### src/rtl/spi_pkg.sv
// Shared definitions for the serial-ADC emulator: state encoding,
// default frame geometry and the frame-build helper.
package spi_pkg;

    localparam int FRAME_W_DEF     = 16;
    localparam int LEAD_ZEROS_DEF  = 3;
    localparam int DATA_W_DEF      = 8;
    localparam int SYNC_STAGES_DEF = 2;

    typedef enum logic [1:0] {
        ST_IDLE  = 2'd0,
        ST_SHIFT = 2'd1,
        ST_TAIL  = 2'd2
    } spi_state_t;

    // Places a sample inside a frame: lead_zeros zeros, data_w data bits,
    // then zero padding. The frame sits in the low frame_w bits of the
    // 64-bit result, so callers size-cast down to their own frame width.
    function automatic logic [63:0] build_frame(input logic [63:0] sample,
                                                input int frame_w,
                                                input int lead_zeros,
                                                input int data_w);
        logic [63:0] mask;
        mask = (data_w >= 64) ? '1 : ((64'd1 << data_w) - 64'd1);
        return (sample & mask) << (frame_w - lead_zeros - data_w);
    endfunction

endpackage

### src/rtl/sync_edge.sv
// Multi-flop synchronizer for one asynchronous input, with registered
// one-cycle rise/fall strobes taken from the last two stages.
module sync_edge #(
    parameter int   STAGES    = 2,
    parameter logic RESET_VAL = 1'b1
) (
    input  logic i_clk,
    input  logic i_rst,
    input  logic i_async,
    output logic o_level,
    output logic o_rise,
    output logic o_fall
);

    logic [STAGES-1:0] r_sync;
    logic              r_rise;
    logic              r_fall;

    // Shift the pin through the chain (bit 0 newest) and flag edges between the two oldest stages.
    always_ff @(posedge i_clk) begin
        if (i_rst) begin
            r_sync <= {STAGES{RESET_VAL}};
            r_rise <= 1'b0;
            r_fall <= 1'b0;
        end else begin
            r_sync <= {r_sync[STAGES-2:0], i_async};
            r_rise <= r_sync[STAGES-2] & ~r_sync[STAGES-1];
            r_fall <= ~r_sync[STAGES-2] & r_sync[STAGES-1];
        end
    end

    assign o_level = r_sync[STAGES-1];
    assign o_rise  = r_rise;
    assign o_fall  = r_fall;

endmodule

### src/rtl/spi_adc_slave.sv
// Serial-ADC emulator: SPI slave that shifts one frame per cs-low window.
// Samples arrive through a valid/ready holding register; each frame is
// MSB first: leading zeros, the sample, then zero padding. Data changes
// on falling sck so the master can sample on rising sck.
module spi_adc_slave
    import spi_pkg::*;
#(
    parameter int FRAME_W     = FRAME_W_DEF,
    parameter int LEAD_ZEROS  = LEAD_ZEROS_DEF,
    parameter int DATA_W      = DATA_W_DEF,
    parameter int SYNC_STAGES = SYNC_STAGES_DEF
) (
    input  logic              i_clk,
    input  logic              i_rst,
    input  logic              i_cs,
    input  logic              i_sck,
    output logic              o_sdo,
    input  logic [DATA_W-1:0] i_sample_in,
    input  logic              i_sample_valid,
    output logic              o_sample_ready,
    output logic              o_frame_done,
    output logic              o_short_frame,
    output logic              o_underrun
);

    localparam int              CNT_W    = $clog2(FRAME_W + 1);
    localparam logic [CNT_W-1:0] LAST_BIT = CNT_W'(FRAME_W - 1);

    logic w_cs_level;
    logic w_cs_rise;
    logic w_cs_fall;
    logic w_sck_level;
    logic w_sck_rise;
    logic w_sck_fall;
    logic w_unused_sck;

    spi_state_t r_state;
    spi_state_t w_next_state;

    logic [DATA_W-1:0]  r_hold;
    logic               r_hold_full;
    logic [DATA_W-1:0]  r_last;
    logic [FRAME_W-1:0] r_shreg;
    logic [CNT_W-1:0]   r_bitcnt;
    logic               r_sdo;
    logic               r_frame_done;
    logic               r_short_frame;
    logic               r_underrun;
    logic               r_armed;
    logic [SYNC_STAGES:0] r_settle;

    logic               w_accept;
    logic [DATA_W-1:0]  w_chosen;
    logic [FRAME_W-1:0] w_frame;
    logic               w_start;
    logic               w_shift;
    logic               w_done;
    logic               w_short;

    sync_edge #(
        .STAGES    (SYNC_STAGES),
        .RESET_VAL (1'b1)
    ) u_cs_sync (
        .i_clk   (i_clk),
        .i_rst   (i_rst),
        .i_async (i_cs),
        .o_level (w_cs_level),
        .o_rise  (w_cs_rise),
        .o_fall  (w_cs_fall)
    );

    sync_edge #(
        .STAGES    (SYNC_STAGES),
        .RESET_VAL (1'b1)
    ) u_sck_sync (
        .i_clk   (i_clk),
        .i_rst   (i_rst),
        .i_async (i_sck),
        .o_level (w_sck_level),
        .o_rise  (w_sck_rise),
        .o_fall  (w_sck_fall)
    );

    // Only falling sck matters here; the other synchronizer outputs are left idle.
    assign w_unused_sck = w_sck_level ^ w_sck_rise;

    assign w_accept       = i_sample_valid & ~r_hold_full;
    assign w_chosen       = r_hold_full ? r_hold : r_last;
    assign w_frame        = FRAME_W'(build_frame(64'(w_chosen), FRAME_W, LEAD_ZEROS, DATA_W));
    assign o_sample_ready = ~r_hold_full;

    // State register for the frame sequencer.
    always_ff @(posedge i_clk) begin
        if (i_rst) begin
            r_state <= ST_IDLE;
        end else begin
            r_state <= w_next_state;
        end
    end

    // Next-state decode; a cs rise overrides any sck activity in the same cycle.
    always_comb begin
        w_next_state = r_state;
        w_start      = 1'b0;
        w_shift      = 1'b0;
        w_done       = 1'b0;
        w_short      = 1'b0;
        if (w_cs_rise) begin
            w_next_state = ST_IDLE;
            w_done       = (r_state == ST_TAIL);
            w_short      = (r_state == ST_SHIFT);
        end else begin
            case (r_state)
                ST_IDLE: begin
                    if (w_cs_fall && r_armed) begin
                        w_next_state = ST_SHIFT;
                        w_start      = 1'b1;
                    end
                end
                ST_SHIFT: begin
                    if (w_sck_fall) begin
                        if (r_bitcnt == LAST_BIT) begin
                            w_next_state = ST_TAIL;
                        end else begin
                            w_shift = 1'b1;
                        end
                    end
                end
                ST_TAIL: begin
                    w_next_state = ST_TAIL;
                end
                default: begin
                    w_next_state = ST_IDLE;
                end
            endcase
        end
    end

    // Arming waits until the cs synchronizer has refilled from the pin after reset,
    // so a cs already low during reset never looks like a fresh frame start.
    always_ff @(posedge i_clk) begin
        if (i_rst) begin
            r_settle <= '0;
            r_armed  <= 1'b0;
        end else begin
            r_settle <= {r_settle[SYNC_STAGES-1:0], 1'b1};
            if (r_settle[SYNC_STAGES] && w_cs_level) begin
                r_armed <= 1'b1;
            end
        end
    end

    // Holding register: a new sample may land on the same cycle the old contents are consumed.
    always_ff @(posedge i_clk) begin
        if (i_rst) begin
            r_hold      <= '0;
            r_hold_full <= 1'b0;
            r_last      <= '0;
        end else begin
            if (w_accept) begin
                r_hold      <= i_sample_in;
                r_hold_full <= 1'b1;
            end else if (w_start) begin
                r_hold_full <= 1'b0;
            end
            if (w_start) begin
                r_last <= w_chosen;
            end
        end
    end

    // Shift path: load on frame start, advance on each falling sck, park sdo low otherwise.
    always_ff @(posedge i_clk) begin
        if (i_rst) begin
            r_shreg  <= '0;
            r_bitcnt <= '0;
            r_sdo    <= 1'b0;
        end else begin
            if (w_start) begin
                r_shreg  <= w_frame;
                r_bitcnt <= '0;
                r_sdo    <= w_frame[FRAME_W-1];
            end else if (w_shift) begin
                r_shreg  <= r_shreg << 1;
                r_bitcnt <= r_bitcnt + CNT_W'(1);
                r_sdo    <= r_shreg[FRAME_W-2];
            end else if (w_next_state != ST_SHIFT) begin
                r_sdo <= 1'b0;
            end
        end
    end

    // One-cycle status pulses.
    always_ff @(posedge i_clk) begin
        if (i_rst) begin
            r_frame_done  <= 1'b0;
            r_short_frame <= 1'b0;
            r_underrun    <= 1'b0;
        end else begin
            r_frame_done  <= w_done;
            r_short_frame <= w_short;
            r_underrun    <= w_start & ~r_hold_full;
        end
    end

    assign o_sdo         = r_sdo;
    assign o_frame_done  = r_frame_done;
    assign o_short_frame = r_short_frame;
    assign o_underrun    = r_underrun;

endmodule

### config.mk
export PLATFORM = sky130hd
export DESIGN_NAME = spi_adc_slave
export DESIGN_NICKNAME = d
export VERILOG_FILES = /design/src/rtl/spi_pkg.sv /design/src/rtl/sync_edge.sv /design/src/rtl/spi_adc_slave.sv
export SDC_FILE = /design/constraint.sdc
export NUM_CORES = 1
export LEC_CHECK = 0
export ABC_AREA = 1
export CAP_MARGIN = 20
export CORE_UTILIZATION = 45
export CTS_CLUSTER_DIAMETER = 200
export DETAILED_ROUTE_END_ITERATION = 10
export PLACE_DENSITY = 0.65
export SYNTH_ARGS = -nofsm -noshare
export SYNTH_HDL_FRONTEND = slang
export SYNTH_HIERARCHICAL = 1
export SYNTH_SLANG_ARGS = --single-unit
### constraint.sdc
create_clock -name i_clk -period 1.86 [get_ports i_clk]
set_clock_uncertainty 0.15 [all_clocks]
set_input_delay 0.279 -clock i_clk [delete_from_list [all_inputs] [get_ports i_clk]]
set_output_delay 0.279 -clock i_clk [all_outputs]
set_load 0.02 [all_outputs]
==> run_results.csv, run 1 <==
group,metric,value,unit
min_path,hp-start,"r_settle[0]$_DFF_P_",
critical_path,critPathLaunchType,"flip-flop",
routing,ant_nets,0,
flow_run,maxCapViolCount,0,
clocking,postCtsSetupRepairBufs,0,
clocking,cts_htree_levels,2,
critical_path,critPathMaxFanout,5,
clocking,cts_buffer_depth,2,
critical_path,r2r_setup_slack,0.16,ns
routing,drtPass1Iterations,4,
clocking,insertion_delay,0.29,ns
timing,tightest_slew,0.250,ns
power_and_ir_drop,cellPowerDensity,844,nW/um^2
global_route,grt_use_total,17.8,%
critical_path,cp_data_required_time,1.43,ns
cells_and_area,nets,282,
global_route,grt-ovfl-total,0,
routing,wl,3320,um
min_path,hold-path-endpoint,"r_settle[1]$_SDFF_PP0_",
die,dieHeight,67.1,um
die,fp.coreArea,4030,sq um
die,rows,23,
critical_path,cp_num_buf_inv,2,
cells_and_area,syn_to_final_growth,17.5,%
place,portBuffers,17,
critical_path,critPathTopFamily,"buffers and inverters",
cells_and_area,drive_above_1_share,9.70,%
timing,setup_slack,0.0788,ns
min_path,hold_depth,2,
critical_path,worst_r2r_endpoint,"r_shreg[9]$_SDFFE_PP0P_",
power_and_ir_drop,p_leak,0.946,nW
timing,rsz0062_at_grt,"no",
clocking,cts_buffers,5,
critical_path,endpoint_kind,"output pin",
timing,tns,0,ns
power_and_ir_drop,ir_worst_vdd,548,uV
die,ios,18,
global_route,grt_max_degree,20,
timing,fmax,561,MHz
routing,drt_first_iter_violations,77,
synth,synth_area,1910,sq um
die,start_util,47.4,%
critical_path,arrival,1.35,ns
routing,viasPerCell,4.81,
cells_and_area,final_common_cell,"nand2_1",
routing,wl_per_cell,10.4,um
synth,syn_nets,260,
cells_and_area,diodes,0,
place,place.gp.congestion,0.726,
place,hpwl,2270,um
global_route,antenna_found_initial,0,
run_status,outcome,"finished, final reports clean",
synth,avgSynthCellArea,7.79,sq um
place,pre_cts_slack,0.0872,ns
power_and_ir_drop,power,1.89,mW
timing,post-route-period-util,95.8,%
global_route,grt_pass1_vias,1454,
timing,hold_violations,0,
cells_and_area,fill_cells,405,
critical_path,rr_startpoint,"r_bitcnt[0]$_SDFFE_PP0P_",
min_path,hold_class,"flip-flop to flip-flop",
die,dieArea,4510,sq um
die,die_width,67.1,um
timing,timing.slew.headroom,83.3,%
clocking,clock_sinks,49,
clocking,clk_pin_slew,0.08,ns
routing,vias,1528,
synth,ys_warn_count,6,
critical_path,max_stage_delay,0.62,ns
global_route,grt_pass1_wl,5990,um
timing,setup_viol,0,
clocking,cts_tree,"built",
timing,finalMaxSlewViolations,0,
critical_path,reg2regPathDepth,12,
synth,syn_inst,245,
critical_path,worst_path_max_delay_cell,"clkdlybuf4s50_1",
clocking,cts_root_buf,"clkbuf_8",
timing,min_period,1.78,ns
critical_path,path_class,"flip-flop to output pin",
routing,drc_errors,0,
critical_path,crit_path_cell_trace,"inv_1 > clkdlybuf4s50_1",
cells_and_area,mostFrequentLayoutCells,"nand2_1, dfxtp_1, nor2_1",
==> final cells by class <==
| cell class | count | area, sq um | share of cell area (%) |
|---|---|---|---|
| multi-input combinational | 159 | 764 | 34.1 |
| tap | 50 | 62.6 | 2.79 |
| timing repair buffer | 22 | 220 | 9.82 |
| clock inverter | 1 | 5.00 | 0.223 |
| clock buffer | 7 | 96.3 | 4.29 |
| inverter | 30 | 113 | 5.02 |
| sequential | 49 | 982 | 43.8 |
==> metal layers <==
| metal | share of wire, % | track usage (%) |
|---|---|---|
| met5 | 0 | 0 |
| met4 | 2.2 | 9.57 |
| met3 | 2.6 | 4.05 |
| met2 | 48 | 31.6 |
| met1 | 48 | 19.5 |
==> state kept, by name, indices dropped and copies added (netlist names) <==
signal / cells
u_sck_sync/o_fall: 1
r_state: 2
o_underrun: 1
r_last: 8
u_cs_sync/o_rise: 1
r_hold_full: 1
u_cs_sync/r_sync: 2
r_shreg: 10
r_bitcnt: 5
r_hold: 8
u_sck_sync/r_sync: 2
u_cs_sync/o_fall: 1
r_armed: 1
o_short_frame: 1
o_sdo: 1
o_frame_done: 1
r_settle: 3
==> timing repair <==
| item | CTS | global route |
|---|---|---|
| setup endpoints to repair | 0 | 13 |
| gates resized for setup | 0 | 3 |
| hold buffers | 0 | 0 |
==> worst max path at each step <==
| stage | cells past startpoint | from | slack, ns | end |
|---|---|---|---|---|
| 2_1_floorplan | 10 | r_bitcnt[0]$_SDFFE_PP0P_ | 0.21 | r_bitcnt[3]$_SDFFE_PP0P_ |
| 3_3_place_gp | 12 | r_bitcnt[1]$_SDFFE_PP0P_ | 0.16 | r_shreg[7]$_SDFFE_PP0P_ |
| 3_5_place_dp | 12 | r_bitcnt[1]$_SDFFE_PP0P_ | 0.09 | r_shreg[9]$_SDFFE_PP0P_ |
| 4_1_cts | 12 | r_bitcnt[1]$_SDFFE_PP0P_ | 0.06 | r_shreg[9]$_SDFFE_PP0P_ |
| 5_1_grt | 12 | r_bitcnt[1]$_SDFFE_PP0P_ | 0.003 | r_shreg[9]$_SDFFE_PP0P_ |
| 6_report | 2 | r_hold_full$_SDFFE_PP0P_ | 0.08 | o_sample_ready |
==> power breakdown <==
group          internal (mW)  total, mW  switching (mW)  leakage [nW]
sequential              1.08       1.09          0.0137         0.400
combinational         0.0589      0.135          0.0761         0.493
clock                  0.336      0.666           0.330        0.0542
total                   1.47       1.89           0.419         0.946
==> worst min-delay path: cells and delay by family, from the launching register on <==
family	cells	cell delay [ns]
simple gates	1	0.03
buf+inv	1	0.04
flops	1	0.31
==> through the flow <==
| step | instance area, sq um | cells | util, % | hold slack [ns] |
|---|---|---|---|---|
| 6_report | 2240 | 318 | 55.7 | 0.263 |
| 5_1_grt | 2240 | 318 | 55.7 | 0.276 |
| 4_1_cts | 2230 | 317 | 55.3 | 0.266 |
| 3_5_place_dp | 2130 | 309 | 52.8 | 0.252 |
| 3_3_place_gp | 2130 | 309 | 52.8 | 0.239 |
| 2_1_floorplan | 1910 | 245 | - | 0.201 |
No activity file was read; power rests on OpenSTA's default activity.
==> run 2, diff against run 1 <==
--- a/config.mk
+++ b/config.mk
@@ -7,6 +7,7 @@
 export LEC_CHECK = 0
 export ABC_AREA = 1
 export CAP_MARGIN = 20
+export CORE_MARGIN = 2
 export CORE_UTILIZATION = 45
 export CTS_CLUSTER_DIAMETER = 200
 export DETAILED_ROUTE_END_ITERATION = 10
==> run 2 against run 1 <==
Net effect: first-iteration DRC count fell by 1.3%; non-clock buffer count did not move; combinational power barely moved; die area rose by 6.0%; worst setup slack improved by 0.0022 ns; largest cell class unchanged.
==> run_results.csv, run 2 (same netlist as run 1, synthesis figures left out) <==
group,metric,value,unit
run_status,outcome,"finished, final reports clean",
cells_and_area,final_core_util,55.0,%
clocking,postCtsSetupRepairBufs,0,
flow_run,maxCapViolCount,0,
cells_and_area,stdcell_count,317,
timing,hold_violations,0,
timing,setup_viol,0,
cells_and_area,mostFrequentLayoutCells,"nand2_1, dfxtp_1, nor2_1",
cells_and_area,fin_area,2210,sq um
cells_and_area,fill_cells,426,
power_and_ir_drop,p_sw,412,uW
die,die_width,69.1,um
die,rows,23,
power_and_ir_drop,ir_worst_vdd,543,uV
min_path,hold_class,"flip-flop to flip-flop",
timing,timing.slew.headroom,83.4,%
cells_and_area,largestRegisters,"r_shreg x10, r_hold x8, r_last x8",
clocking,cts_htree_levels,2,
routing,drtPass1Iterations,4,
timing,setup_slack,0.0810,ns
clocking,cts_buffers,5,
timing,fmax,562,MHz
critical_path,critPathMaxFanout,5,
clocking,clk_pin_slew,0.08,ns
place,post_dp_cell_area,2130,sq um
power_and_ir_drop,power.internal,1.40,mW
routing,wl_per_cell,9.92,um
global_route,grt_pass1_vias,1406,
power_and_ir_drop,p_leak,0.939,nW
place,place_inst,309,
timing,hold_ws,0.255,ns
timing,tns,0,ns
clocking,clock_sinks,49,
routing,drt_first_iter_violations,76,
power_and_ir_drop,cellPowerDensity,817,nW/um^2
cells_and_area,nets,281,
cells_and_area,largest_reg_flops,10,
die,start_util,47.4,%
power_and_ir_drop,power,1.81,mW
routing,viasPerCell,4.76,
die,ios,18,
die,dieHeight,69.1,um
cells_and_area,syn_to_final_growth,16.0,%
power_and_ir_drop,seq_power_share,60.3,%
clocking,cts_tree,"built",
place,portBuffers,17,
global_route,grt_pass1_wl,5930,um
power_and_ir_drop,p_sw_share,22.7,%
die,fp.coreArea,4030,sq um
place,pre_cts_slack,0.109,ns
timing,post-route-period-util,95.6,%
timing,rsz0062_at_grt,"no",
timing,finalMaxSlewViolations,0,
critical_path,endpoint_kind,"output pin",
min_path,hold_depth,2,
timing,min_period,1.78,ns
critical_path,reg2regPathDepth,12,
routing,vias,1509,
routing,ant_nets,0,
global_route,grt-ovfl-total,0,
cells_and_area,top_register,"r_shreg",
clocking,insertion_delay,0.29,ns
cells_and_area,drive_above_1_share,8.24,%
clocking,cts_buffer_depth,2,
global_route,grt_use_total,14.9,%
timing,tightest_slew,0.248,ns
place,place.gp.congestion,0.693,
routing,drc_errors,0,
cells_and_area,final_common_cell,"nand2_1",
die,dieArea,4780,sq um
power_and_ir_drop,p_clk_share,32.3,%
place,hpwl,2250,um
power_and_ir_drop,combPwrFrac,7.4,%
critical_path,critPathLaunchType,"flip-flop",
cells_and_area,diodes,0,
clocking,cts_root_buf,"clkbuf_8",
critical_path,cp_data_required_time,1.43,ns
critical_path,path_class,"flip-flop to output pin",
critical_path,arrival,1.35,ns
global_route,grt_max_degree,20,
global_route,antenna_found_initial,0,
routing,wl,3140,um
run 2: changes by cell type in the layout (fill, tap and decap cells not counted), sizes merged:
cell / change
nand2: -1
clkbuf: -1
clkinv: +1
run 2: critical path, stage by stage (launching register included):
cell             delay [ns]
dfxtp_1                0.31
inv_1                  0.12
clkdlybuf4s50_1        0.63
run 2: cell type report:
| type | instances | area (sq um) | share of cell area (%) |
|---|---|---|---|
| tap | 50 | 62.6 | 2.82 |
| clock inverter | 2 | 10.0 | 0.452 |
| timing repair buffer | 22 | 220 | 9.94 |
| inverter | 30 | 113 | 5.08 |
| clock buffer | 6 | 72.6 | 3.28 |
| sequential | 49 | 981 | 44.3 |
| multi-input combinational | 158 | 756 | 34.1 |
run 2: repair_timing:
item	CTS	global route
gates resized for setup	0	1
setup endpoints to repair	0	6
hold buffers	0	0
run 2: power by group through the flow:
stage               sequential (mW)  clock, mW  combinational [mW]
floorplan                      1.12          0              0.0822
global placement               1.12          0               0.134
detailed placement             1.12          0               0.135
CTS                            1.09      0.606               0.136
global route                   1.10      0.664               0.157
finish                         1.09      0.584               0.134
run 2: routing by layer:
layer | wire length [um] | GRT usage, % | vias up
met4 | 8 | 3.27 | 0
met1 | 1510 | 18.7 | 664
met2 | 1490 | 25.0 | 25
li1 | - | - | 818
met5 | 0 | 0 | -
met3 | 135 | 4.53 | 2
run 2: final timing paths:
| path | slack, ns | startpoint | end |
|---|---|---|---|
| max | 0.08 | r_hold_full$_SDFFE_PP0P_ | o_sample_ready |
| min | 0.25 | r_settle[0]$_DFF_P_ | r_settle[1]$_SDFF_PP0_ |
| max reg2reg | 0.16 | r_bitcnt[0]$_SDFFE_PP0P_ | r_shreg[7]$_SDFFE_PP0P_ |
| min reg2reg | 0.25 | r_settle[0]$_DFF_P_ | r_settle[1]$_SDFF_PP0_ |
